### src/rtl/pipe_stage_skid.sv
// Elastic pipeline-stage register with a 2-entry skid buffer, flush, and zeroed bubble control.
// Optional stall counter enabled by defining PIPE_STAGE_STALL_CNT_EN.
module pipe_stage_skid #(
  parameter int unsigned DATA_W = 69,
  parameter int unsigned CTRL_W = 2
`ifdef PIPE_STAGE_STALL_CNT_EN
  ,
  parameter int unsigned CNT_W  = 16
`endif
) (
  input  logic              clk,
  input  logic              reset,
  input  logic              flush,
  input  logic              in_valid,
  output logic              in_ready,
  input  logic [DATA_W-1:0] in_data,
  input  logic [CTRL_W-1:0] in_ctrl,
  output logic              out_valid,
  input  logic              out_ready,
  output logic [DATA_W-1:0] out_data,
  output logic [CTRL_W-1:0] out_ctrl
`ifdef PIPE_STAGE_STALL_CNT_EN
  ,
  output logic [CNT_W-1:0]  stall_cnt
`endif
);

  logic              main_valid_q, main_valid_d;
  logic [DATA_W-1:0] main_data_q,  main_data_d;
  logic [CTRL_W-1:0] main_ctrl_q,  main_ctrl_d;
  logic              skid_valid_q, skid_valid_d;
  logic [DATA_W-1:0] skid_data_q,  skid_data_d;
  logic [CTRL_W-1:0] skid_ctrl_q,  skid_ctrl_d;
  logic              in_ready_q,   in_ready_d;
  logic              accept_c;
  logic              deliver_c;

  assign accept_c  = in_valid & in_ready_q;
  assign deliver_c = main_valid_q & out_ready;

  // Entry update: main refills from skid first, else from input; skid catches input on a stalled main.
  always_comb begin
    main_valid_d = main_valid_q;
    main_data_d  = main_data_q;
    main_ctrl_d  = main_ctrl_q;
    skid_valid_d = skid_valid_q;
    skid_data_d  = skid_data_q;
    skid_ctrl_d  = skid_ctrl_q;

    if (flush) begin
      main_valid_d = 1'b0;
      main_ctrl_d  = '0;
      skid_valid_d = 1'b0;
    end else if (!main_valid_q || deliver_c) begin
      if (skid_valid_q) begin
        main_valid_d = 1'b1;
        main_data_d  = skid_data_q;
        main_ctrl_d  = skid_ctrl_q;
        skid_valid_d = 1'b0;
      end else if (accept_c) begin
        main_valid_d = 1'b1;
        main_data_d  = in_data;
        main_ctrl_d  = in_ctrl;
      end else begin
        main_valid_d = 1'b0;
        main_ctrl_d  = '0;
      end
    end else if (accept_c) begin
      skid_valid_d = 1'b1;
      skid_data_d  = in_data;
      skid_ctrl_d  = in_ctrl;
    end

    in_ready_d = ~skid_valid_d;
  end

  always_ff @(posedge clk) begin
    if (!reset) begin
      main_valid_q <= 1'b0;
      main_data_q  <= '0;
      main_ctrl_q  <= '0;
      skid_valid_q <= 1'b0;
      skid_data_q  <= '0;
      skid_ctrl_q  <= '0;
      in_ready_q   <= 1'b1;
    end else begin
      main_valid_q <= main_valid_d;
      main_data_q  <= main_data_d;
      main_ctrl_q  <= main_ctrl_d;
      skid_valid_q <= skid_valid_d;
      skid_data_q  <= skid_data_d;
      skid_ctrl_q  <= skid_ctrl_d;
      in_ready_q   <= in_ready_d;
    end
  end

  assign in_ready  = in_ready_q;
  assign out_valid = main_valid_q;
  assign out_data  = main_data_q;
  assign out_ctrl  = main_ctrl_q;

`ifdef PIPE_STAGE_STALL_CNT_EN
  logic [CNT_W-1:0] stall_cnt_q, stall_cnt_d;

  // Saturating count of stalled cycles; only reset clears it.
  always_comb begin
    stall_cnt_d = stall_cnt_q;
    if (main_valid_q && !out_ready && (stall_cnt_q != {CNT_W{1'b1}})) begin
      stall_cnt_d = stall_cnt_q + CNT_W'(1);
    end
  end

  always_ff @(posedge clk) begin
    if (!reset) begin
      stall_cnt_q <= '0;
    end else begin
      stall_cnt_q <= stall_cnt_d;
    end
  end

  assign stall_cnt = stall_cnt_q;
`endif

endmodule

### config.mk
export PLATFORM = sky130hd
export DESIGN_NAME = pipe_stage_skid
export DESIGN_NICKNAME = d
export VERILOG_FILES = /design/src/rtl/pipe_stage_skid.sv
export SDC_FILE = /design/constraint.sdc
export NUM_CORES = 1
export LEC_CHECK = 0
export CORE_MARGIN = 5
export CORE_UTILIZATION = 25
export DETAILED_ROUTE_END_ITERATION = 10
export GPL_TIMING_DRIVEN = 0
export PLACE_DENSITY = 0.47
export SYNTH_ARGS = -nofsm -noshare
export SYNTH_HDL_FRONTEND = slang
export SYNTH_SLANG_ARGS = --single-unit
### constraint.sdc
create_clock -name clk -period 3 [get_ports clk]
set_input_delay 0.45 -clock clk [delete_from_list [all_inputs] [get_ports clk]]
set_output_delay 0.45 -clock clk [all_outputs]
set_load 0.05 [all_outputs]
# [Word-level counts from Yosys, hierarchy flattened]
# Index checks and enable logic that the tools add are counted.
[word_totals] in_bits=76 reg_bits=145 output_inout_bits=73 wordCells=28
[classes] reduce_logical=6 bitwise_logic=6 n_mux=9
[ops] op="$mux W69" count=2
[ops] op="$reduce_and A3 Y1" count=2
[ops] op="$mux W1" count=5
[ops] op="$mux W2" count=2
[ops] op="$not A1 Y1" count=4
[ops] op="$and A1 B1 Y1" count=2
[ops] op="$reduce_bool A2 Y1" count=1
[ops] op="$reduce_or A2 Y1" count=1
[ops] op="$logic_not A1 Y1" count=1
[ops] op="$logic_or A1 B1 Y1" count=1

# [Longest topological paths before layout]
# Gate-level depths: netlist of the first run.
[depth] ltp_word=5 depth_mapped=7 mapped_depth_nobuf=3

# [Worst setup path before layout of the first run]
# Ideal clock, no wire load.
[synth_timing] path_kind="reg2reg" from="reg in_ready_q, in the netlist in_ready" to="reg main_data_q[38], in the netlist out_data[38]" arrival_ns=1.717 period_less_slack_ns=1.837 setup_slack_ns=1.163 path_stages_with_launch=7 path_buffers=3 setup_ns=0.120 path_cell_list="dfxtp_1 -> a21oi_1 -> or3b_1 -> buf_2 -> buf_6 -> buf_6 -> mux2i_1"
[synth_via] elab_chain_cells=3
[synth_lines] element="start: declaration" line_no="34" rtl="logic in_ready_q, in_ready_d;"
[synth_lines] element="start signal: assignment" line_no="93" rtl="in_ready_q <= in_ready_d;"
[synth_lines] element="$and A1 B1 Y1" line_no="38" rtl="assign accept_c = in_valid & in_ready_q;"
[synth_lines] element="$reduce_bool A2 Y1 (no line)"
[synth_lines] element="$reduce_and A3 Y1 (no line)"
[synth_lines] element="end signal: assignment" line_no="88" rtl="main_data_q <= main_data_d;"
[synth_lines] element="end: declaration" line_no="29" rtl="logic [DATA_W-1:0] main_data_q, main_data_d;"
# No other way between the ends.
# A chain may end at the register's enable or synchronous reset.

==> reports/qor.txt, run 1 <==
Mapped Avg Cell Area: 9.18 um2
Count leader, synth: nand2_1
Die Area: 29,300 um2
Max_slew headroom: 54.7%
Via Count: 5,129
Min Tclk post-route: 2160 ps
Fill cells: 2,701
CTS root buf: clkbuf_16
CP max FO: 10
Worst-Margin Slew: 680 ps
Initial antenna violation count: 1
Clock Skews: 11.3 ps
Lkg Pwr: 0.00358 uW
IO buf count: 148
Total negative slack: 0 ps
Synth cell types: 17
Top cell type's share of synthesized area: 44.7%
#FFs+latches synth: 145
CP startpoint kind: primary input
Crit share post-route: 72.1%
Hold Path Class: flip-flop to flip-flop
Vias per std cell: 4.20
Async S/R FF share, synth: 0%
Core Box Area: 25,800 um2
Resized Gates After CTS: 0
Post-route DRC: 0
WS Path Type: primary input to flip-flop
Die Span Y: 171 um
Setup bufs post-CTS: 0
Worst-path clk slew: 60 ps
RSZ-0062 raised after global routing: no
Post-synth EDFFs: 0
CTS tree: built
CTS Buffer Depth: 2
Final Hold Fails: 0
Share of layout cells above drive strength 1: 14.2%
Register area: 2900 um2
CP Data Arrival Time: 2510 ps
Vias in the first global route: 5,352
Largest net degree at the start of global routing: 17
Post-synth top area cell: dfxtp_1
Crit end category: flip-flop
Placed Cells: 1,190
Non-Filler Instances: 1,222
Initial Util: 25.1%
Final GP Congestion: 0.715
DRT antenna net count: 0
I/O Pins: 149
CP Data Required Time: 3340 ps
Syn_nets: 783
Fmax: 462 MHz
Status: completed
Net count, final: 950
Total CTS buffers: 17
Drt wl/cell: 15.3 um
PD cells: 559 nW/um2
Gate Count Post-Synth: 707
Die Width: 171 um
VDD IR max: 274 uV
MaxCap Viol Count: 0
Max-slew violations: 0
Total track usage: 12.9%
Endpoints failing setup: 0
Mapped Area: 6490 um2
DR iter-0 viols: 145
Post-DP HPWL: 13.2 mm
CTS sink cnt: 145
Dominant cells by area after synthesis: dfxtp_1 (45%), mux2i_1 (22%), nand2_1 (16%), mux2_2 (12%), clkbuf_1 (1.8%)
Final wirelength: 18.7 mm
Yosys warns: 0
Ant diodes: 0
Top_reg_cell synth: dfxtp_1
Clock latency on the worst-skew pair: 420 ps
First-pass GRT wire length: 29.4 mm
Top post-synthesis cells by count: nand2_1 (283), dfxtp_1 (145), mux2i_1 (140)
GRT overflow: 0
Multi-input logic area: 3330 um2
Std cell rows: 59
Pre-Repair DR Iteration Count: 4
Sequential area share after synthesis: 44.7%
Layout overhead on the synthesized area: 39.2%
CTS Hold Bufs: 0
CTS H-Tree Depth: 4
Total power: 5050 uW
## power breakdown
group          internal [uW]  switching (uW)
sequential              1980            31.0
clock                   1430             913
combinational            290             400
## cells by family (layout without fill, tap and decap cells)
group / after synthesis / count (layout) / synth area share, %
simple gates: 292 / 292 / 17.3
mux: 209 / 209 / 33.6
flops: 145 / 145 / 44.7
buf+inv: 57 / 237 / 4.01
compound gates: 4 / 4 / 0.424
## placed cells by master, fill, tap and decap left out
master,instances
clkinv_4,2
a311oi_1,2
bufinv_16,4
buf_6,2
clkbuf_16,17
or3b_1,1
or3_1,1
nand4b_1,2
clkbuf_1,31
a21oi_1,2
mux2i_1,140
nor2_1,2
nand2b_1,2
inv_1,1
inv_6,2
nor3_1,1
buf_4,1
dfxtp_1,145
clkbuf_8,1
buf_2,22
inv_8,1
clkdlybuf4s50_1,148
mux2_2,69
clkinvlp_4,5
nand2_1,283
## critical path, stage by stage
cell	delay, ps
clkdlybuf4s50_1	500
buf_2	270
clkbuf_1	520
clkbuf_1	480
nand2_1	120
mux2i_1	160
## per-stage QoR
| step | setup slack (ps) | utilization, % | hold WS [ps] | area, um2 |
|---|---|---|---|---|
| floorplan | 1160 | - | 431 | 6490 |
| global placement | 251 | 32.5 | 441 | 8390 |
| detailed placement | 310 | 32.5 | 444 | 8390 |
| CTS | 745 | 35.0 | 457 | 9030 |
| global route | 613 | 35.0 | 464 | 9030 |
| finish | 837 | 35.0 | 453 | 9030 |
## layout make-up
type,count,share of cell area [%]
multi-input combinational,505,36.8
sequential,145,32.1
timing repair buffer,148,16.4
clock buffer,18,4.86
tap,335,4.64
buffer,56,2.84
clock inverter,14,2.26
inverter,1,0.0416
## path summary, 6_finish.rpt
check             depth (start not counted)                      endpoint                         start  slack [ps]
setup / recovery                          6     out_data[48]$_SDFFE_PN0P_                         reset         840
hold / removal                            2  skid_data_q[23]$_SDFFE_PN0P_  skid_data_q[23]$_SDFFE_PN0P_         450
setup reg to reg                          5     out_data[67]$_SDFFE_PN0P_       skid_valid_q$_SDFF_PN0_        1130
hold reg to reg                           2  skid_data_q[23]$_SDFFE_PN0P_  skid_data_q[23]$_SDFFE_PN0P_         450
## layer usage
| metal | global-route usage [%] | routed length [um] |
|---|---|---|
| met4 | 3.96 | 266 |
| met1 | 16.4 | 8680 |
| met3 | 3.42 | 966 |
| met5 | 0 | 11 |
| met2 | 21.3 | 8810 |
## state kept, by name, summed over array words and instances (netlist names)
name	count
out_valid	1
skid_ctrl_q	2
skid_valid_q	1
out_ctrl	2
in_ready	1
out_data	69
skid_data_q	69
Note: power is estimated with default switching activity, not from simulation.
==> run 2, diff against run 1 <==
--- a/config.mk
+++ b/config.mk
@@ -9,7 +9,7 @@
 export CORE_UTILIZATION = 25
 export DETAILED_ROUTE_END_ITERATION = 10
 export GPL_TIMING_DRIVEN = 0
-export PLACE_DENSITY = 0.47
+export PLACE_DENSITY = 0.48
 export SYNTH_ARGS = -nofsm -noshare
 export SYNTH_HDL_FRONTEND = slang
 export SYNTH_SLANG_ARGS = --single-unit
==> constraint.sdc (replaced) <==
create_clock -name clk -period 1.9 [get_ports clk]
set_input_delay 0.285 -clock clk [delete_from_list [all_inputs] [get_ports clk]]
set_output_delay 0.285 -clock clk [all_outputs]
set_load 0.05 [all_outputs]
==> reports/qor.txt, run 2 (synthesis results as in run 1) <==
Status: completed
R2r worst-path depth: 6
Final worst slack: 38.8 ps
RSZ-0062 raised after global routing: yes
Largest net degree at the start of global routing: 17
Placed Cells: 1,190
Fmax: 537 MHz
Max-slew violations: 0
CP delay by family, top: buffers and inverters
PD cells: 864 nW/um2
CP Data Arrival Time: 1580 ps
First-pass GRT wire length: 29.5 mm
Hold Path Class: primary input to flip-flop
Die Span Y: 171 um
Vias in the first global route: 5,293
Net count, final: 950
Post-DP HPWL: 13.3 mm
CTS Hold Bufs: 0
Die Area: 29,300 um2
CTS Buffer Depth: 2
Layout overhead on the synthesized area: 40.7%
Crit end category: output port
Worst-path clk slew: 60 ps
Non-Filler Instances: 1,223
Hold_sp: in_data[68]
Internal power: 5830 uW
CP startpoint kind: flip-flop
DR iter-0 viols: 185
Std cell rows: 59
CTS tree: built
MaxCap Viol Count: 0
Max_slew headroom: 61.1%
CTS sink cnt: 145
WHS Endpoint: skid_data_q[68]$_SDFFE_PN0P_
Clock latency on the worst-skew pair: 410 ps
Drt wl/cell: 15.3 um
Initial Util: 25.1%
Die Width: 171 um
Worst path slowest cell: clkdlybuf4s50_1
Most common cell after layout, fill and taps aside: nand2_1
I/O Pins: 149
Pre-Repair DR Iteration Count: 4
Total track usage: 12.9%
Final Hold Fails: 0
Endpoints failing setup: 0
Core Box Area: 25,800 um2
Clock power share: 45.9%
Sequential share of power: 40.3%
CP Buf/Inv Count: 1
CTS H-Tree Depth: 4
Pre-CTS WS: -652 ps
Fill cells: 2,677
Sw Ratio: 26.1%
CP Data Required Time: 1620 ps
Slowest cell delay on critical path: 810 ps
Via Count: 5,147
Register-to-register setup slack: 220 ps
IO buf count: 148
Crit share post-route: 98.0%
DRT antenna net count: 0
GRT overflow: 0
Total power: 7880 uW
CP max FO: 2
WHS Path Cells: 3
Final GP Congestion: 0.702
VDD IR max: 618 uV
Logic pwr share: 13.8%
Worst-Margin Slew: 586 ps
Post-route DRC: 0
Commonest cells after routing, fill and taps aside: nand2_1 (283), dfxtp_1 (145), mux2i_1 (140)
Clock Skews: 11.0 ps
Switch Pwr: 2060 uW
Lkg Pwr: 0.00430 uW
R2R Path End: skid_data_q[46]$_SDFFE_PN0P_
Min Tclk post-route: 1860 ps
Worst-path cell chain: clkdlybuf4s50_1
CTS root buf: clkbuf_16
Final wirelength: 18.7 mm
Total CTS buffers: 17
Share of layout cells above drive strength 1: 16.5%
WS Path Type: flip-flop to output port
Setup bufs post-CTS: 0
Vias per std cell: 4.21
Initial antenna violation count: 0
Worst r2r src: out_valid$_SDFFE_PP0P_
==> run 2: cell count changes in the layout (fill, tap and decap cells not counted), sizes merged, moves of 2 or more <==
| cell | before | now |
|---|---|---|
| clkdlybuf4s50 | 148 | 104 |
| clkinv | 2 | 4 |
| clkinvlp | 5 | 3 |
| dlygate4sd2 | 0 | 7 |
| dlymetal6s2s | 0 | 37 |
==> run 2: layout make-up <==
class / instances / area (um2) / share of cell area, %
Antenna cell: 1 / 2.50 / 0.0274
Buffer: 56 / 283 / 3.10
Clock buffer: 19 / 443 / 4.85
Clock inverter: 13 / 184 / 2.01
Inverter: 1 / 3.75 / 0.0411
Multi-Input combinational cell: 505 / 3330 / 36.4
Sequential cell: 145 / 2900 / 31.8
Tap cell: 335 / 419 / 4.59
Timing Repair Buffer: 148 / 1570 / 17.1
==> run 2: power by group through the flow <==
stage                     Sequential (uW)  Combinational, uW  Clock [uW]
after global placement               3250               1110           0
after global routing                 3190               1170        3890
after detailed placement             3250               1110           0
final                                3180               1090        3620
after floorplan                      3520                371           0
after CTS                            3180               1110        3750
==> run 2: through the flow <==
step                      setup TNS [ps]  util (%)  area, um2  hold WS (ps)
final                                  0      35.3       9130           451
after global routing               -1.50      35.3       9130           445
after CTS                              0      34.9       9010           429
after detailed placement          -81310      32.5       8390           446
after global placement            -76840      32.5       8390           439
after floorplan                        0         -       6490           427
==> run 2: worst max-delay path by stage <==
stage               slack (ps)  cells after the start                        end                 startpoint
floorplan                   60                      6  out_data[38]$_SDFFE_PN0P_        in_ready$_SDFF_PN1_
global placement          -630                      6  out_data[19]$_SDFFE_PN0P_                      reset
detailed placement        -650                      6  out_data[13]$_SDFFE_PN0P_                      reset
CTS                        0.2                      1               out_data[44]  out_data[44]$_SDFFE_PN0P_
global route                -1                      6  out_data[44]$_SDFFE_PN0P_                      reset
finish                      40                      1               out_data[24]  out_data[24]$_SDFFE_PN0P_
==> run 2: what timing repair did <==
item	in CTS	in global routing
resized for setup	10	73
endpoints found under the hold margin	0	0
endpoints found under the setup margin	147	112
==> run 2: routing by layer <==
layer / track usage [%] / wire length, um / vias up
li1: - / - / 2664
met1: 17.1 / 8910 / 2381
met2: 20.6 / 8570 / 96
met3: 4.37 / 1130 / 6
met4: 2.69 / 131 / 0
met5: 0 / 0 / -
